<file path="config.mk">
export PLATFORM = sky130hd
export DESIGN_NAME = gpio_change_logger
export DESIGN_NICKNAME = d
export VERILOG_FILES = /design/src/rtl/gpio_change_logger.sv
export SDC_FILE = /design/constraint.sdc
export NUM_CORES = 1
export LEC_CHECK = 0
export BUFFER_PORTS_ARGS = -buffer_cell sky130_fd_sc_hd__buf_2
export CORE_MARGIN = 2
export CORE_UTILIZATION = 50
export DETAILED_ROUTE_END_ITERATION = 8
export PLACE_DENSITY = 0.73
export SYNTH_ARGS = -nofsm -noshare
export SYNTH_HDL_FRONTEND = slang
export SYNTH_SLANG_ARGS = --single-unit
</file>
<file path="constraint.sdc">
create_clock -name clk -period 15.25 [get_ports clk]
set_clock_uncertainty 0.2 [all_clocks]
set_input_delay 2.2875 -clock clk [delete_from_list [all_inputs] [get_ports clk]]
set_output_delay 2.2875 -clock clk [all_outputs]
set_load 0.01 [all_outputs]
</file>
<file path="src/rtl/gpio_change_logger.sv">
// gpio_change_logger
//
// Purpose:
//   Watches NUM_PORTS GPIO ports (output value and direction) for changes,
//   timestamps each change, and queues the events in a first-word-fall-through
//   FIFO that a debug or UART consumer drains over a valid/ready stream.
//   Each source keeps one pending snapshot. A change that arrives while that
//   source is still pending overwrites the snapshot with the newest values and
//   bumps overflow_cnt. Intermediate values are lost, but the final state
//   always reaches the FIFO.
//
// Ports:
//   clk, rst      single rising-edge clock, asynchronous active-high reset
//   enable        gates change detection and the timestamp counter
//   clear         synchronous flush of FIFO, pending flags, ts and overflow_cnt
//   port_out      pin output values, port i at [i*PORT_W +: PORT_W]
//   port_dir      pin directions, same packing
//   evt_valid     FIFO head valid
//   evt_ready     consumer ready
//   evt_port      source index of the head event (NUM_PORTS = trap event)
//   evt_out       port_out snapshot of the head event
//   evt_dir       port_dir snapshot of the head event
//   evt_ts        timestamp taken when the change was detected
//   overflow_cnt  number of coalesced changes, saturates at 16'hFFFF
//   trap_in       CPU trap flag; present only when TRAP_EVT_EN is defined
//
// Configuration:
//   TRAP_EVT_EN   When defined, a 0->1 edge on trap_in raises a trap event.
//                 The trap event has evt_port = NUM_PORTS, zero out/dir
//                 snapshots, and priority over every port.
//
// Handshake: evt_* present the FIFO head whenever evt_valid is 1, and they
// hold steady until the cycle in which evt_valid & evt_ready pops the head.
// A ready seen while the FIFO is empty has no effect.

module gpio_change_logger #(
    parameter int NUM_PORTS = 3,
    parameter int PORT_W    = 8,
    parameter int DEPTH     = 16,
    parameter int TS_W      = 32
) (
    input  logic                             clk,
    input  logic                             rst,
    input  logic                             enable,
    input  logic                             clear,
    input  logic [NUM_PORTS*PORT_W-1:0]      port_out,
    input  logic [NUM_PORTS*PORT_W-1:0]      port_dir,
    output logic                             evt_valid,
    input  logic                             evt_ready,
    output logic [$clog2(NUM_PORTS+1)-1:0]   evt_port,
    output logic [PORT_W-1:0]                evt_out,
    output logic [PORT_W-1:0]                evt_dir,
    output logic [TS_W-1:0]                  evt_ts,
    output logic [15:0]                      overflow_cnt
`ifdef TRAP_EVT_EN
    ,
    input  logic                             trap_in
`endif
);

    localparam int IDX_W = $clog2(NUM_PORTS + 1);
    localparam int AW    = $clog2(DEPTH);
    localparam int TRAP  = NUM_PORTS;   // trap source slot, after the ports

    typedef struct packed {
        logic [IDX_W-1:0]  port;
        logic [PORT_W-1:0] out;
        logic [PORT_W-1:0] dir;
        logic [TS_W-1:0]   ts;
    } evt_t;

    logic [NUM_PORTS*PORT_W-1:0] prev_out_q, prev_out_d;
    logic [NUM_PORTS*PORT_W-1:0] prev_dir_q, prev_dir_d;
    logic [NUM_PORTS:0]          pending_q, pending_d;
    logic [PORT_W-1:0]           snap_out_q [NUM_PORTS];
    logic [PORT_W-1:0]           snap_out_d [NUM_PORTS];
    logic [PORT_W-1:0]           snap_dir_q [NUM_PORTS];
    logic [PORT_W-1:0]           snap_dir_d [NUM_PORTS];
    logic [TS_W-1:0]             snap_ts_q  [NUM_PORTS+1];
    logic [TS_W-1:0]             snap_ts_d  [NUM_PORTS+1];
    logic [TS_W-1:0]             ts_q, ts_d;
    logic [15:0]                 ovf_q, ovf_d;
    logic [AW:0]                 wr_ptr_q, wr_ptr_d;
    logic [AW:0]                 rd_ptr_q, rd_ptr_d;
    evt_t                        mem_q [DEPTH];

    logic [NUM_PORTS:0]          detect;
    logic                        trap_detect;
    logic                        fifo_empty;
    logic                        fifo_full;
    logic                        pop;
    logic                        push;
    logic                        sel_valid;
    logic [IDX_W-1:0]            sel_idx;
    evt_t                        push_entry;
    evt_t                        head;
    logic [4:0]                  coalesce_n;
    logic [16:0]                 ovf_sum;

    // ------------------------------------------------------------------
    // Trap edge detection (optional source)
    // ------------------------------------------------------------------
`ifdef TRAP_EVT_EN
    logic trap_prev_q;
    logic trap_prev_d;

    assign trap_prev_d = trap_in;
    assign trap_detect = enable && !clear && trap_in && !trap_prev_q;

    always_ff @(posedge clk or posedge rst) begin
        if (rst) begin
            trap_prev_q <= 1'b0;
        end else begin
            trap_prev_q <= trap_prev_d;
        end
    end
`else
    assign trap_detect = 1'b0;
`endif

    // ------------------------------------------------------------------
    // Port change detection against the previous-cycle values.
    // The previous-value registers track the pins every cycle, even when
    // enable is low or clear is high, so re-enabling never replays old changes.
    // ------------------------------------------------------------------
    always_comb begin
        detect     = '0;
        prev_out_d = port_out;
        prev_dir_d = port_dir;
        for (int i = 0; i < NUM_PORTS; i++) begin
            detect[i] = enable && !clear &&
                ((port_out[i*PORT_W +: PORT_W] != prev_out_q[i*PORT_W +: PORT_W]) ||
                 (port_dir[i*PORT_W +: PORT_W] != prev_dir_q[i*PORT_W +: PORT_W]));
        end
        detect[TRAP] = trap_detect;
    end

    // ------------------------------------------------------------------
    // FIFO status and arbitration: the trap source has top priority, then
    // the lowest-index pending port. A full FIFO still accepts a push in the
    // same cycle that it is popped.
    // ------------------------------------------------------------------
    always_comb begin
        fifo_empty = (wr_ptr_q == rd_ptr_q);
        fifo_full  = (wr_ptr_q[AW] != rd_ptr_q[AW]) &&
                     (wr_ptr_q[AW-1:0] == rd_ptr_q[AW-1:0]);
        pop        = !fifo_empty && evt_ready;
        sel_valid  = |pending_q;
        sel_idx    = '0;
        for (int i = NUM_PORTS - 1; i >= 0; i--) begin
            if (pending_q[i]) begin
                sel_idx = IDX_W'(i);
            end
        end
        if (pending_q[TRAP]) begin
            sel_idx = IDX_W'(TRAP);
        end
        push = sel_valid && !clear && (!fifo_full || pop);

        // The trap slot has no out/dir snapshot, so its fields stay zero.
        push_entry      = '0;
        push_entry.port = sel_idx;
        for (int s = 0; s <= NUM_PORTS; s++) begin
            if (sel_idx == IDX_W'(s)) begin
                push_entry.ts = snap_ts_q[s];
            end
        end
        for (int i = 0; i < NUM_PORTS; i++) begin
            if (sel_idx == IDX_W'(i)) begin
                push_entry.out = snap_out_q[i];
                push_entry.dir = snap_dir_q[i];
            end
        end
    end

    // ------------------------------------------------------------------
    // Pending snapshots, timestamp, overflow counter, FIFO pointers.
    // The push uses the old snapshot. A detect in that same cycle therefore
    // re-arms pending with fresh data and does not count as a coalesce.
    // ------------------------------------------------------------------
    always_comb begin
        pending_d  = pending_q;
        snap_out_d = snap_out_q;
        snap_dir_d = snap_dir_q;
        snap_ts_d  = snap_ts_q;
        coalesce_n = '0;

        if (push) begin
            for (int s = 0; s <= NUM_PORTS; s++) begin
                if (sel_idx == IDX_W'(s)) begin
                    pending_d[s] = 1'b0;
                end
            end
        end

        for (int i = 0; i < NUM_PORTS; i++) begin
            if (detect[i]) begin
                if (pending_d[i]) begin
                    coalesce_n = coalesce_n + 5'd1;
                end
                pending_d[i]  = 1'b1;
                snap_out_d[i] = port_out[i*PORT_W +: PORT_W];
                snap_dir_d[i] = port_dir[i*PORT_W +: PORT_W];
                snap_ts_d[i]  = ts_q;
            end
        end

        if (detect[TRAP]) begin
            if (pending_d[TRAP]) begin
                coalesce_n = coalesce_n + 5'd1;
            end
            pending_d[TRAP] = 1'b1;
            snap_ts_d[TRAP] = ts_q;
        end

        ovf_sum = {1'b0, ovf_q} + {12'd0, coalesce_n};
        ovf_d   = ovf_sum[16] ? 16'hFFFF : ovf_sum[15:0];

        ts_d     = enable ? ts_q + 1'b1 : ts_q;
        wr_ptr_d = wr_ptr_q + {{AW{1'b0}}, push};
        rd_ptr_d = rd_ptr_q + {{AW{1'b0}}, pop};

        if (clear) begin
            pending_d = '0;
            ts_d      = '0;
            ovf_d     = '0;
            wr_ptr_d  = '0;
            rd_ptr_d  = '0;
        end
    end

    always_ff @(posedge clk or posedge rst) begin
        if (rst) begin
            prev_out_q <= '0;
            prev_dir_q <= '0;
            pending_q  <= '0;
            ts_q       <= '0;
            ovf_q      <= '0;
            wr_ptr_q   <= '0;
            rd_ptr_q   <= '0;
            for (int i = 0; i < NUM_PORTS; i++) begin
                snap_out_q[i] <= '0;
                snap_dir_q[i] <= '0;
            end
            for (int s = 0; s <= NUM_PORTS; s++) begin
                snap_ts_q[s] <= '0;
            end
        end else begin
            prev_out_q <= prev_out_d;
            prev_dir_q <= prev_dir_d;
            pending_q  <= pending_d;
            ts_q       <= ts_d;
            ovf_q      <= ovf_d;
            wr_ptr_q   <= wr_ptr_d;
            rd_ptr_q   <= rd_ptr_d;
            snap_out_q <= snap_out_d;
            snap_dir_q <= snap_dir_d;
            snap_ts_q  <= snap_ts_d;
        end
    end

    // Event storage needs no reset; outputs are masked while the FIFO is empty.
    always_ff @(posedge clk) begin
        if (push) begin
            mem_q[wr_ptr_q[AW-1:0]] <= push_entry;
        end
    end

    assign head         = mem_q[rd_ptr_q[AW-1:0]];
    assign evt_valid    = !fifo_empty;
    assign evt_port     = evt_valid ? head.port : '0;
    assign evt_out      = evt_valid ? head.out  : '0;
    assign evt_dir      = evt_valid ? head.dir  : '0;
    assign evt_ts       = evt_valid ? head.ts   : '0;
    assign overflow_cnt = ovf_q;

endmodule

</file>
# Yosys cells after proc, flatten, opt, wreduce, memory -nomap -nowiden
# Memory sizes are Yosys's and may differ from the RTL's.
# Cells that the tools add are included.
# word_totals
output_inout_bits,67
mem_count,1
word_cells,95
ram_bits,800
regBits,254
input_bits,53
# mem_list
name,words,word_bits,read_ports,rd_ports_with_merged_regs,write_ports,line_no,text
mem_q,16,50,1,0,1,85,evt_t mem_q [DEPTH];
# op_classes
n_reduce_logical,21
n_mux,38
n_addsub,6
n_eq_ne,12
# ops
op,count
$mux W32,7
$mux W16,5
$ne A8 B8 Y1,6
$add A32 B1 Y32 const B,1
$mux W5,6
$add A16 B5 Y17,1
$mux W8,2
$mux W1,11
$add A5 B1 Y5,2
$add A5 B1 Y5 const B,2
$mux W2,5
$logic_and A1 B1 Y1,8
$mux W4,2
$reduce_bool A2 Y1,3
$eq A5 B5 Y1,1
$eq A2 B2 Y1 const B,2
$eq A4 B4 Y1,1
$logic_or A1 B1 Y1,4
$reduce_or A4 Y1,1
$logic_not A1 Y1,3
$eq A2 B1 Y1 const B,1
$logic_not A2 Y1,1
$reduce_and A2 Y1,1
$ne A1 B1 Y1,1

# Longest topological paths before layout
# Gate-level depths: netlist (run 1).
# depth
depth_word,18
ltp_mapped,19
ltp_nobuf,18

# Least setup slack after synthesis (run 1)
# OpenSTA, ideal clock, no wires.
# synth_timing
path_kind,input -> register
start,input clear
end,"memory mem_q[0][0] in the netlist's numbering, enable pin"
stages,4
required_time_ps,14530
setup_slack_ps,7885
arrival_time_ps,6646
path_cell_list,clkbuf_1 -> nor3_2 -> or3b_2 -> nor3_1
# synth_between
elab_chain_len,5
# synth_rtl
item,line_no,text
"start, declared",45,"input logic clear,"
$logic_not A1 Y1,158,push = sel_valid && !clear && (!fifo_full || pop);
$logic_and A1 B1 Y1 (2 in series),158,
$mux W1,264,if (push) begin
$mux W1 (implied by the code),265,mem_q[wr_ptr_q[AW-1:0]] <= push_entry;
"end, declared",85,
# Every way passes these cells.

# Final worst setup path (run 1)
# layout_timing
start,register rd_ptr_q[0]
end,output evt_ts[30]
# layout_between
elab_chain_len,2
# layout_rtl
item,line_no,text
"start, declared",84,"logic [AW:0] rd_ptr_q, rd_ptr_d;"
"start signal, assigned",255,rd_ptr_q <= rd_ptr_d;
$mem_v2 Z16 W50 or $eq A5 B5 Y1 (tied branches),-,
$mux W32 (*),274,assign evt_ts = evt_valid ? head.ts : '0;
"end, declared",53,"output logic [TS_W-1:0] evt_ts,"
# Every way passes the cells marked *; elsewhere a longest branch is shown, timed or not.

==> results of run 1 <==
[worst max-delay path by stage]
stage	start	end	slack (ps)	depth (start not counted)
floorplan	rst	overflow_cnt[0]$_DFF_PP0_	5810	1
global placement	port_out[3]	overflow_cnt[13]$_DFF_PP0_	8000	17
detailed placement	port_out[3]	overflow_cnt[15]$_DFF_PP0_	7920	16
CTS	rd_ptr_q[0]$_DFF_PP0_	evt_ts[15]	8110	7
global route	rd_ptr_q[0]$_DFF_PP0_	evt_ts[30]	7880	7
finish	rd_ptr_q[0]$_DFF_PP0_	evt_ts[30]	8330	7
[routing by layer]
| metal | track usage (%) | share of wire (%) | vias up |
|---|---|---|---|
| li1 | - | - | 8583 |
| met1 | 29.8 | 40 | 10700 |
| met2 | 36.1 | 50 | 767 |
| met3 | 3.54 | 6.8 | 151 |
| met4 | 7.69 | 2.7 | 4 |
| met5 | 0 | 0.030 | - |
[area by class of cell]
class                      instances  area [sq um]  share of cell area (%)
sequential                      1053         30400                    65.2
multi-input combinational        917         10600                    22.7
clock buffer                     134          2820                    6.04
tap                             1070          1340                    2.87
timing repair buffer             153           863                    1.85
clock inverter                    54           574                    1.23
inverter                          10          45.0                  0.0967
antenna                            3          7.51                  0.0161
[critical path: stages, from the launching register on]
cell and delay (ps):
dfrtp_4 1000, buf_12 750, xnor2_1 210, nand4_1 200, nor2_4 660, buf_4 550, nor2b_1 120, buf_2 160
[cell usage after synthesis (3+ instances only)]
cell / number
buf_2: 19
nor2b_1: 59
nor3_1: 9
mux4_2: 250
mux2i_1: 4
and3_1: 10
edfxtp_1: 800
buf_1: 13
a21oi_1: 15
xnor2_1: 48
a22oi_1: 48
xor2_1: 52
nor2_1: 61
and4_1: 4
inv_1: 10
o21ai_0: 5
and2_1: 3
clkbuf_1: 59
mux2_1: 23
ha_1: 10
nand2b_1: 4
nand4_1: 19
nand2_1: 121
dfrtp_1: 253
buf_4: 20
nand3_1: 24
nor4_1: 9
mux2_2: 119
[logic make-up after synthesis]
family                     Yosys count  share of synthesized area (%)
AOI/OAI and AO/OA                   75                           1.25
xor gates and xnor gates           100                           2.12
adders and majority gates           11                          0.351
buffers and inverters              123                           1.39
DFF                               1053                           73.4
muxes                              396                           17.6
and+or+nand+nor                    335                           3.96
[power breakdown]
part / leakage [nW] / internal (mW) / total, mW / switching [mW]
Sequential: 11.0 / 3.16 / 3.20 / 0.0420
Clock: 1.64 / 1.47 / 2.53 / 1.05
Combinational: 4.02 / 0.285 / 0.625 / 0.340
Total: 16.7 / 4.92 / 6.35 / 1.43
[registers in the layout, indices dropped and copies added, names as in the netlist, 16 cells and up]
signal	flops
mem_q	800
snap_ts_q	96
ts_q	32
prev_dir_q	24
prev_out_q	24
snap_dir_q	24
snap_out_q	24
overflow_cnt	16
[per-stage QoR]
stage	instances	utilization (%)	hold slack, ps	power, mW
after floorplan	2093	-	250	3.71
after global placement	3203	52.7	265	3.88
after detailed placement	3203	52.7	282	3.90
after CTS	3391	56.8	296	6.40
after global routing	3393	56.8	314	6.56
final	3394	56.8	291	6.35
==> run_results.csv, run 1 <==
group,metric,value,unit
cts,cts_sinks,1053,
global_routing,grt_pass1_wl,137000,um
layout,final_cell_mix,"edfxtp_1 (800), mux4_2 (250), dfrtp_1 (249)",
timing,timing.final.ws_setup,8330,ps
route,viasPerCell,5.97,
worst_hold_path,hold_depth,1,
route,first_pass_iters,5,
placement,place.detailed.hpwl,49500,um
cts,clk_latency,660,ps
timing,fin_crit_sh,45.4,%
logic_synthesis,syn_nets,2157,
logic_synthesis,ys_async_sr_fraction,24.0,%
placement,place_ws,7920,ps
die,core,82000,sq um
logic_synthesis,ys_types,46,
logic_synthesis,yosys_warnings,0,
cts,htree_levels,3,
timing,relSlewSlack,17.2,%
cts,cts_hold_buf,0,
die,die_area,85100,sq um
layout,layout_commonest_cell,"edfxtp_1",
logic_synthesis,synthFlopType,"edfxtp_1",
layout,final_area,46600,sq um
cts,cts.clk_slew.worst_paths,60,ps
global_routing,grt_max_degree,115,
logic_synthesis,synthCells,2093,
logic_synthesis,synth.avg_cell_area,19.8,sq um
route,drt_iter0_markers,2036,
worst_hold_path,min_to,"snap_ts_q[58]$_DFFE_PP0P_",
timing,fmax,0.144,GHz
route,wl_per_cell,26.9,um
timing,finalCriticalPeriod,6920,ps
placement,placed_area,43200,sq um
worst_setup_path,r2r-start,"rd_ptr_q[0]$_DFF_PP0_",
timing,tightestPinTransition,1240,ps
cts,cts_setup_buffers,0,
logic_synthesis,ys_seq_elements,1053,
power_and_ir_drop,p_leak,16.7,nW
worst_setup_path,r2r_cells,18,
layout,fillers,5974,
worst_setup_path,end_kind,"output port",
worst_setup_path,worst_r2r_endpoint,"overflow_cnt[15]$_DFF_PP0_",
timing,setup_tns,0,ps
worst_setup_path,rrSetupSlack,9320,ps
route,dr_total_vias,20200,
cts,ctsLongestPathBuffers,3,
timing,rsz0062_at_grt,"false",
die,num_rows,105,
worst_setup_path,crit_type,"flip-flop to output port",
cts,clockRootBuffer,"clkbuf_16",
route,drtAntennaViolNets,0,
cts,cts_tree,"done",
die,die_h,292,um
logic_synthesis,synth-edff-count,800,
worst_hold_path,min_from,"snap_ts_q[58]$_DFFE_PP0P_",
worst_setup_path,crit_path_start_kind,"flip-flop",
global_routing,grt_usage,21.9,%
run,drv_cap,0,
logic_synthesis,synth_top_area_cell,"edfxtp_1",
die,initial_core_util,50.5,%
global_routing,grt.overflow.total,0,
timing,hold_violations,0,
global_routing,grt_pass1_vias,21600,
timing,final_max_slew_viol_count,0,
route,remaining_drc_errors,0,
power_and_ir_drop,power_density,136,nW/um^2
route,routed_wirelength,91400,um
layout,area_delta_synth_final,12.6,%
global_routing,antenna_found_initial,5,
timing,finalSetupViolCount,0,
layout,drive_gt1_share,30.5,%
logic_synthesis,synth_top_area_share,58.1,%
logic_synthesis,seq_area_frac_synth,73.4,%
power_and_ir_drop,peakVddDrop,0.0853,mV
logic_synthesis,synthTopCellsByArea,"edfxtp_1 (58%), dfrtp_1 (15%), mux4_2 (14%)",
die,die_x,292,um
worst_setup_path,crit_arrival,4430,ps
worst_setup_path,cp_data_required_time,12760,ps
die,num_io_pins,120,
status,status,"finished clean",
layout,num-nets-final,2302,
placement,port_buffers,119,
worst_hold_path,hold_class,"flip-flop to flip-flop",
worst_setup_path,path_max_fanout,114,
cts,cts_resized,0,
logic_synthesis,syn_area,41400,sq um
cts,numCtsBuffers,103,
placement,gp_congestion,0.787,
Note: power is estimated with default switching activity, not from simulation.
==> run 2: changes to the inputs <==
Settings changed: PLACE_DENSITY 0.73 to 0.76.
Clock period 15.25 ns to 6.3 ns, I/O delays scaled along.
==> run 2 against run 1 <==
Critical path depth fell by 1. Non-clock buffer count increased by 7. Routed wire length grew 2.4%. Flip-flop and latch count stayed put. Register-to-register slack worse by 7800 ps. Final area rose by 0.72%. Die area did not move. Core utilization is 0.41 points higher. Final cell count increased by 0.24%. Worst hold slack lost 81 ps.
==> run_results.csv, run 2 (synthesis results as in run 1) <==
group,metric,value,unit
status,status,"finished clean",
timing,finalCriticalPeriod,5360,ps
route,first_pass_iters,5,
worst_setup_path,cp-startpoint,"rd_ptr_q[1]$_DFF_PP0_",
global_routing,grt_usage,22.3,%
route,viasPerCell,6.04,
route,routed_wirelength,93600,um
power_and_ir_drop,p_leak,16.8,nW
placement,port_buffers,119,
worst_setup_path,end_kind,"output port",
power_and_ir_drop,finalPower,15.6,mW
placement,place_inst,3210,
timing,timing.final.ws_setup,942,ps
timing,final_max_slew_viol_count,0,
die,num_io_pins,120,
worst_setup_path,worst_r2r_endpoint,"overflow_cnt[13]$_DFF_PP0_",
worst_setup_path,crit_arrival,4210,ps
placement,gp_congestion,0.774,
cts,numCtsBuffers,101,
die,die_h,292,um
layout,num-nets-final,2307,
route,drt_iter0_markers,2219,
route,remaining_drc_errors,0,
timing,tightestPinTransition,1220,ps
global_routing,grt.overflow.total,0,
cts,cts_resized,0,
cts,ctsLongestPathBuffers,3,
layout,stdcell_count,3402,
cts,cts_setup_buffers,0,
die,initial_core_util,50.5,%
power_and_ir_drop,peakVddDrop,0.254,mV
route,dr_total_vias,20600,
route,drtAntennaViolNets,0,
cts,cts_sinks,1053,
timing,fin_crit_sh,85.1,%
cts,clk_latency,680,ps
route,wl_per_cell,27.5,um
cts,htree_levels,3,
timing,fmax,0.187,GHz
worst_setup_path,crit_path_start_kind,"flip-flop",
die,die_x,292,um
cts,cts.clk_slew.worst_paths,60,ps
worst_setup_path,r2r-start,"rd_ptr_q[3]$_DFF_PP0_",
die,die_area,85100,sq um
die,core,82000,sq um
worst_setup_path,rrSetupSlack,1520,ps
placement,place_ws,961,ps
worst_hold_path,hold_class,"primary input to flip-flop",
cts,cts_tree,"done",
cts,cts_hold_buf,0,
worst_setup_path,cp_data_required_time,5150,ps
die,num_rows,105,
placement,place.detailed.hpwl,51000,um
timing,relSlewSlack,18.5,%
global_routing,grt_max_degree,155,
worst_hold_path,hold_depth,1,
cts,clockRootBuffer,"clkbuf_16",
worst_setup_path,r2r_cells,18,
layout,layout_commonest_cell,"edfxtp_1",
timing,finalSetupViolCount,0,
layout,largest_register_ffs,800,
power_and_ir_drop,power_density,332,nW/um^2
worst_setup_path,crit_end,"evt_out[1]",
timing,setup_tns,0,ps
global_routing,antenna_found_initial,3,
global_routing,grt_pass1_vias,22000,
worst_setup_path,crit_type,"flip-flop to output port",
timing,rsz0062_at_grt,"false",
run,drv_cap,0,
layout,final_cell_mix,"edfxtp_1 (800), mux4_2 (250), dfrtp_1 (249)",
layout,area_delta_synth_final,13.4,%
worst_setup_path,path_max_fanout,80,
layout,drive_gt1_share,30.9,%
global_routing,grt_pass1_wl,140000,um
timing,hold_violations,0,
[run 2: changes by cell type in the layout (fill, tap and decap cells not counted), sizes merged, moves of 2 or more]
| cell | previous run | this run |
|---|---|---|
| buf | 153 | 160 |
| clkbuf | 134 | 136 |
| clkinv | 32 | 39 |
| clkinvlp | 8 | 4 |
| diode | 3 | 1 |
| inv | 14 | 11 |
[run 2: power breakdown]
group | switching (mW) | internal (mW)
clock | 2.59 | 3.70
combinational | 0.873 | 0.698
sequential | 0.0612 | 7.64
total | 3.52 | 12.0
[run 2: per-stage QoR]
| stage | cell area (sq um) | hold slack [ps] | util (%) |
|---|---|---|---|
| final | 46900 | 209 | 57.3 |
| after global routing | 46900 | 197 | 57.3 |
| after CTS | 46900 | 182 | 57.3 |
| after detailed placement | 43400 | 280 | 52.9 |
| after global placement | 43400 | 264 | 52.9 |
| after floorplan | 41400 | 250 | - |
[run 2: worst min path at each step]
stage	endpoint	slack [ps]	from
after floorplan	snap_ts_q[107]$_DFFE_PP0N_	250	snap_ts_q[107]$_DFFE_PP0N_
after global placement	snap_ts_q[43]$_DFFE_PP0P_	260	snap_ts_q[43]$_DFFE_PP0P_
after detailed placement	snap_ts_q[107]$_DFFE_PP0N_	280	snap_ts_q[107]$_DFFE_PP0N_
after CTS	prev_dir_q[19]$_DFF_PP0_	180	port_dir[19]
after global routing	prev_out_q[1]$_DFF_PP0_	200	port_out[1]
final	prev_dir_q[19]$_DFF_PP0_	210	port_dir[19]
[run 2: metal layers]
layer  up-vias  GRT usage (%)  routed length (um)
met4         4           8.18                3100
met1     10900           29.5               35900
met5         -              0                  27
li1       8608              -                   -
met2       858           37.6               47700
met3       172           3.65                6790
[run 2: worst max-delay path, cell delays in order, from the launching register on]
cell and delay (ps):
dfrtp_4 410, buf_4 620, buf_4 980, mux4_2 450, mux4_2 490, nor2b_1 200, buf_2 200
[run 2: cell type report]
class / instances / area, sq um
fill: 5840 / 35000
sequential: 1053 / 30400
multi-input combinational: 917 / 10600
clock buffer: 136 / 2910
tap: 1070 / 1340
timing repair buffer: 160 / 1050
clock inverter: 55 / 627
inverter: 10 / 41.3
antenna: 1 / 2.50
